<file path="src/rtl/cond_pkg.sv">
// Shared types for the conditional-flags stage.
//   cond_e   : ARM 4-bit condition field encodings (EQ..NV)
//   nzcv_t   : architectural flag register layout {n,z,c,v}, MSB first
//   estado_e : handshake occupancy state (0, 1 or 2 buffered entries)
package cond_pkg;

  typedef enum logic [3:0] {
    EQ = 4'b0000, NE = 4'b0001, CS = 4'b0010, CC = 4'b0011,
    MI = 4'b0100, PL = 4'b0101, VS = 4'b0110, VC = 4'b0111,
    HI = 4'b1000, LS = 4'b1001, GE = 4'b1010, LT = 4'b1011,
    GT = 4'b1100, LE = 4'b1101, AL = 4'b1110, NV = 4'b1111
  } cond_e;

  typedef struct packed {
    logic n;
    logic z;
    logic c;
    logic v;
  } nzcv_t;

  typedef enum logic [1:0] {
    VACIO    = 2'd0,
    LLENO    = 2'd1,
    DESBORDE = 2'd2
  } estado_e;

endpackage

</file>
<file path="src/rtl/evaluador_condicion.sv">
// Combinational ARM condition evaluator.
//   cond   in  4  condition field
//   flags  in  4  current NZCV (nzcv_t)
//   cond_ex out 1 1 = instruction executes
module evaluador_condicion
  import cond_pkg::*;
(
  input  logic [3:0] cond,
  input  nzcv_t      flags,
  output logic       cond_ex
);

  always_comb begin
    cond_ex = 1'b0;
    case (cond_e'(cond))
      EQ: cond_ex = flags.z;
      NE: cond_ex = !flags.z;
      CS: cond_ex = flags.c;
      CC: cond_ex = !flags.c;
      MI: cond_ex = flags.n;
      PL: cond_ex = !flags.n;
      VS: cond_ex = flags.v;
      VC: cond_ex = !flags.v;
      HI: cond_ex = flags.c & !flags.z;
      LS: cond_ex = !flags.c | flags.z;
      GE: cond_ex = (flags.n == flags.v);
      LT: cond_ex = (flags.n != flags.v);
      GT: cond_ex = !flags.z & (flags.n == flags.v);
      LE: cond_ex = flags.z | (flags.n != flags.v);
      AL: cond_ex = 1'b1;
      NV: cond_ex = 1'b0;
      default: cond_ex = 1'b0;
    endcase
  end

endmodule

</file>
<file path="src/rtl/unidad_condicional_flags.sv">
// Conditional-execution / flags stage behind the ALU.
// Holds the NZCV register, evaluates the ARM cond field against it, gates
// regWrite/memWrite, updates NZCV on executed S-bit instructions and hands the
// result to writeback through a valid/ready handshake with a 2-entry skid.
// Ports:
//   clk, reset (sync, active-high)
//   in_valid/in_ready, resultado[N], flagNegativo/Cero/Overflow/Carry, cond[4],
//   flagWrite, regWrite, memWrite, rd[4]                  -- from ALU
//   out_valid/out_ready, out_resultado[N], out_rd[4], out_regWrite,
//   out_memWrite, out_condEx                              -- to writeback
//   nzcv[4] {N,Z,C,V}
// Optional: COND_STATS_EN adds cnt_exec[STAT_W] / cnt_squash[STAT_W].
module unidad_condicional_flags
  import cond_pkg::*;
#(
  parameter int N      = 32,
  parameter int STAT_W = 16
) (
  input  logic              clk,
  input  logic              reset,
  input  logic              in_valid,
  output logic              in_ready,
  input  logic [N-1:0]      resultado,
  input  logic              flagNegativo,
  input  logic              flagCero,
  input  logic              flagOverflow,
  input  logic              flagCarry,
  input  logic [3:0]        cond,
  input  logic              flagWrite,
  input  logic              regWrite,
  input  logic              memWrite,
  input  logic [3:0]        rd,
  output logic              out_valid,
  input  logic              out_ready,
  output logic [N-1:0]      out_resultado,
  output logic [3:0]        out_rd,
  output logic              out_regWrite,
  output logic              out_memWrite,
  output logic              out_condEx,
`ifdef COND_STATS_EN
  output logic [STAT_W-1:0] cnt_exec,
  output logic [STAT_W-1:0] cnt_squash,
`endif
  output logic [3:0]        nzcv
);

  // Entry width follows N, so the entry type lives next to the parameter.
  typedef struct packed {
    logic [N-1:0] resultado;
    logic [3:0]   rd;
    logic         regWrite;
    logic         memWrite;
    logic         condEx;
  } wb_entry_t;

  estado_e   estado;
  nzcv_t     nzcv_q;
  wb_entry_t out_e, skid_e, in_e;
  logic      cond_ex, accept;

  evaluador_condicion u_eval (
    .cond    (cond),
    .flags   (nzcv_q),
    .cond_ex (cond_ex)
  );

  assign accept = in_valid & in_ready;

  always_comb begin
    in_e.resultado = resultado;
    in_e.rd        = rd;
    in_e.regWrite  = regWrite & cond_ex;
    in_e.memWrite  = memWrite & cond_ex;
    in_e.condEx    = cond_ex;
  end

  // in_ready is its own flop so out_ready never reaches it combinationally.
  always_ff @(posedge clk) begin
    if (reset) begin
      estado    <= VACIO;
      in_ready  <= 1'b1;
      out_valid <= 1'b0;
      out_e     <= '0;
      skid_e    <= '0;
      nzcv_q    <= '0;
    end else begin
      if (accept && cond_ex && flagWrite)
        nzcv_q <= '{n: flagNegativo, z: flagCero, c: flagCarry, v: flagOverflow};
      case (estado)
        VACIO: begin
          if (accept) begin
            out_e     <= in_e;
            out_valid <= 1'b1;
            estado    <= LLENO;
          end
        end
        LLENO: begin
          if (accept && out_ready) begin
            out_e <= in_e;
          end else if (accept) begin
            skid_e   <= in_e;
            in_ready <= 1'b0;
            estado   <= DESBORDE;
          end else if (out_ready) begin
            out_valid <= 1'b0;
            estado    <= VACIO;
          end
        end
        DESBORDE: begin
          if (out_ready) begin
            out_e    <= skid_e;
            in_ready <= 1'b1;
            estado   <= LLENO;
          end
        end
        default: begin
          estado    <= VACIO;
          in_ready  <= 1'b1;
          out_valid <= 1'b0;
        end
      endcase
    end
  end

  assign out_resultado = out_e.resultado;
  assign out_rd        = out_e.rd;
  assign out_regWrite  = out_e.regWrite;
  assign out_memWrite  = out_e.memWrite;
  assign out_condEx    = out_e.condEx;
  assign nzcv          = nzcv_q;

`ifdef COND_STATS_EN
  always_ff @(posedge clk) begin
    if (reset) begin
      cnt_exec   <= '0;
      cnt_squash <= '0;
    end else if (accept) begin
      if (cond_ex) cnt_exec   <= cnt_exec + 1'b1;
      else         cnt_squash <= cnt_squash + 1'b1;
    end
  end
`endif

endmodule
</file>
<file path="config.mk">
export PLATFORM = sky130hd
export DESIGN_NAME = unidad_condicional_flags
export DESIGN_NICKNAME = d
export VERILOG_FILES = /design/src/rtl/cond_pkg.sv /design/src/rtl/evaluador_condicion.sv /design/src/rtl/unidad_condicional_flags.sv
export SDC_FILE = /design/constraint.sdc
export NUM_CORES = 1
export LEC_CHECK = 0
export ABC_AREA = 1
export CORE_MARGIN = 2
export CORE_UTILIZATION = 48
export DETAILED_ROUTE_END_ITERATION = 8
export GPL_TIMING_DRIVEN = 0
export PLACE_DENSITY_LB_ADDON = 0.05
export SLEW_MARGIN = 20
export SYNTH_ARGS = -nofsm -noshare
export SYNTH_HDL_FRONTEND = slang
export SYNTH_SLANG_ARGS = --single-unit
export TNS_END_PERCENT = 5
</file>
<file path="constraint.sdc">
create_clock -name clk -period 1.7 [get_ports clk]
set_input_delay 0.34 -clock clk [delete_from_list [all_inputs] [get_ports clk]]
set_output_delay 0.34 -clock clk [all_outputs]
set_load 0.01 [all_outputs]
</file>
==> results.py <==
metrics = {
    "status": {
        "status": "finished, final reports clean",
    },
    "die": {
        "fp.dieH_um": 89.7,
        "io_pins": 96,
        "std_cell_rows": 31,
        "dieArea_mm2": 0.00804,
        "die_w_um": 89.7,
        "core_mm2": 0.00718,
        "start_util_pct": 49.1,
    },
    "global_routing": {
        "grt_max_degree": 14,
        "grt_pass1_vias": 3184,
        "grt_overflow": 0,
        "grt_use_total_pct": 23.4,
        "antenna_found_initial": 0,
        "grt_pass1_wl_mm": 14.6,
    },
    "critical_path": {
        "worst-r2r-setup-slack_ns": 0.11,
        "required_ns": 1.36,
        "crit_chain": "clkdlybuf4s50_1",
        "critPathMaxStageDelay_ns": 0.55,
        "arrival_ns": 1.29,
        "cp-end-kind": "primary output",
        "crit_family": "buffers and inverters",
        "critPathMaxFanout": 7,
        "worst_path_max_delay_cell": "clkdlybuf4s50_1",
        "setup.worst_path.start_class": "flip-flop",
        "path_class": "reg -> out",
        "path_buf_inv": 1,
    },
    "placed_design": {
        "hpwl_mm": 6.54,
        "port_buffers": 95,
        "place_congestion": 0.808,
        "placed_area_mm2": 0.00460,
    },
    "routing": {
        "via_per_inst": 5.15,
        "wl_per_cell_um": 13.2,
        "wirelength_mm": 9.28,
        "postRouteAntennaNets": 0,
        "drt-initial-drc-count": 198,
        "drc": 0,
        "dr.pass1.iters": 5,
        "dr_total_vias": 3612,
    },
    "power": {
        "power.switching_mw": 1.35,
        "swShare_pct": 28.2,
        "p_comb_share_pct": 23.3,
        "clkPwrFrac_pct": 28.1,
        "leakagePower_nw": 2.07,
        "fin_total_pwr_mw": 4.79,
        "irDropWorstVdd_mv": 0.698,
        "internal-power_mw": 3.44,
        "cellPowerDensity_mw_per_mm2": 980,
        "seq_power_share_pct": 48.6,
    },
    "synth": {
        "synthCells": 489,
        "synth_fa_ha_area_share_pct": 0,
        "syn_area_mm2": 0.00352,
        "synth_nets": 540,
        "synthDistinctLibCells": 20,
        "ys.warnings.count": 0,
        "ys_seq_area_share_pct": 48.8,
        "synth-compound-area-share_pct": 21.0,
        "synth_area_leaders": "dfxtp_1, nand2_1, o21ai_0, nor2_1, a31oi_1",
        "yosys.area_share.simple_pct": 23.6,
        "synth_top_cell_by_area": "dfxtp_1",
        "synth-seq-cells": 86,
        "synth_top_family_by_area": "simple AND/OR/NAND/NOR gates",
        "syn-mean-instance-area_um2": 7.21,
        "synth_top_area_share_pct": 48.8,
        "synth.area.mux_share_pct": 0,
        "synthXorXnorAreaFrac_pct": 0,
    },
    "cells_and_area": {
        "fillers": 634,
        "stdcell_area_mm2": 0.00488,
        "fin_util_pct": 68.1,
        "antenna_cells": 0,
        "seqCellArea_mm2": 0.00173,
        "multi_input_comb_area_mm2": 0.00160,
        "synthToLayoutAreaGrowth_pct": 38.6,
        "fin_nets": 648,
        "drive_gt1_share_pct": 8.80,
    },
    "clocking": {
        "cts_hold_buf": 0,
        "clock-sinks": 86,
        "htree_levels": 3,
        "cts_made_buffers": 9,
        "cts-root-buf": "clkbuf_8",
        "cts_tree": "built",
        "clk_latency_ns": 0.35,
        "clk_pin_slew_ns": 0.08,
        "clockBufferDepth": 2,
    },
    "sta": {
        "worst_pin_slew_ns": 0.512,
        "rsz0062_at_grt": "no",
        "max_freq_mhz": 613,
        "setup_viol": 0,
        "hold_violations": 0,
        "relSlewSlack_pct": 65.9,
        "fin_crit_sh_pct": 96.0,
        "fin_crit_ns": 1.63,
        "slew_violations": 0,
        "clock_skew_ns": 0.00907,
    },
    "min_path": {
        "hp-class": "in -> reg",
    },
    "flow_run": {
        "drv_cap": 0,
    },
}
==> timing repair <==
action                     4_1_cts  5_1_grt
setup endpoints to repair       80       84
gates resized for setup         18       18
cloned                           0        0
setup buffers                    0        2
pin swaps                        1        2
==> stage by stage <==
step           worst slack, ns  hold slack (ns)  cells  setup TNS [ns]
6_report                0.0680            0.384    701               0
5_1_grt                0.00454            0.421    701               0
4_1_cts                -0.0297            0.468    699          -0.291
3_5_place_dp            -0.547            0.455    683          -36.38
3_3_place_gp            -0.535            0.449    683          -34.94
2_1_floorplan            0.228            0.409    489               0
==> worst paths after layout <==
kind	startpoint	end	depth (start not counted)
setup reg to reg	estado[0]	out_resultado[22]	9
hold / removal	in_valid	in_ready	4
setup / recovery	nzcv[0]	nzcv[0]	1
hold reg to reg	out_valid	out_valid	2
==> state kept, by name, summed over array words and instances (netlist names), 2 cells and up <==
signal / count
estado: 2
skid_e: 39
out_resultado: 32
out_rd: 4
nzcv: 4
==> cells by family after synthesis <==
family,count (synthesis)
AND/OR/NAND/NOR,211
AO/OA/AOI/OAI,138
flip-flops,86
buffers and inverters,54
==> cells in the mapped netlist <==
cell type,instances
buf_2,9
inv_1,15
o21ai_1,10
a21oi_1,16
nor2_2,1
o21ai_0,74
clkbuf_1,19
o211ai_1,2
clkinv_1,1
dfxtp_1,86
buf_1,3
nor2_1,85
nand2_1,104
inv_2,5
a31oi_1,36
and3_1,1
nand3_2,1
nor2_4,1
buf_6,2
nand3_1,18
==> area by class of cell <==
type                    count  area share (%)
repair buffers             97            20.0
clock inverters             3           0.359
flip-flops and latches     86            35.4
clock buffers              13            3.46
well taps                  99            2.54
multi-input cells         349            32.8
inverters                  21            1.61
plain buffers              33            3.89
==> cells in the final DEF, fill, tap and decap left out, types with 14 or more instances in the layout <==
master and instances:
dfxtp_1 81, o21ai_0 74, a31oi_1 36, nor2_1 83, a21oi_1 16, nand2_1 101
inv_1 14, nand3_1 18, clkdlybuf4s50_1 91, clkbuf_1 17
==> layer usage <==
| metal | vias up | track usage [%] | wire (um) |
|---|---|---|---|
| met3 | 21 | 5.12 | 537 |
| met5 | - | 0 | 0 |
| met2 | 104 | 37.0 | 4290 |
| li1 | 1842 | - | - |
| met4 | 0 | 8.41 | 177 |
| met1 | 1645 | 31.5 | 4270 |
==> worst register-to-register path, stage by stage, from the launching register on <==
cell and delay, ns:
dfxtp_2 0.38, inv_2 0.06, nor2_4 0.09, nand2_1 0.11, o21ai_1 0.16, and3_4 0.23
buf_8 0.14, buf_8 0.14, o21ai_1 0.06, a31oi_1 0.14
==> power by group through the flow <==
stage	Sequential [mW]	Combinational (mW)	Clock [mW]
final	2.33	1.12	1.35
after global routing	2.34	1.23	1.46
after CTS	2.32	1.10	1.36
after detailed placement	2.37	1.07	0
after global placement	2.36	1.05	0
after floorplan	2.42	0.450	0
(Power assumes the default switching activity.)
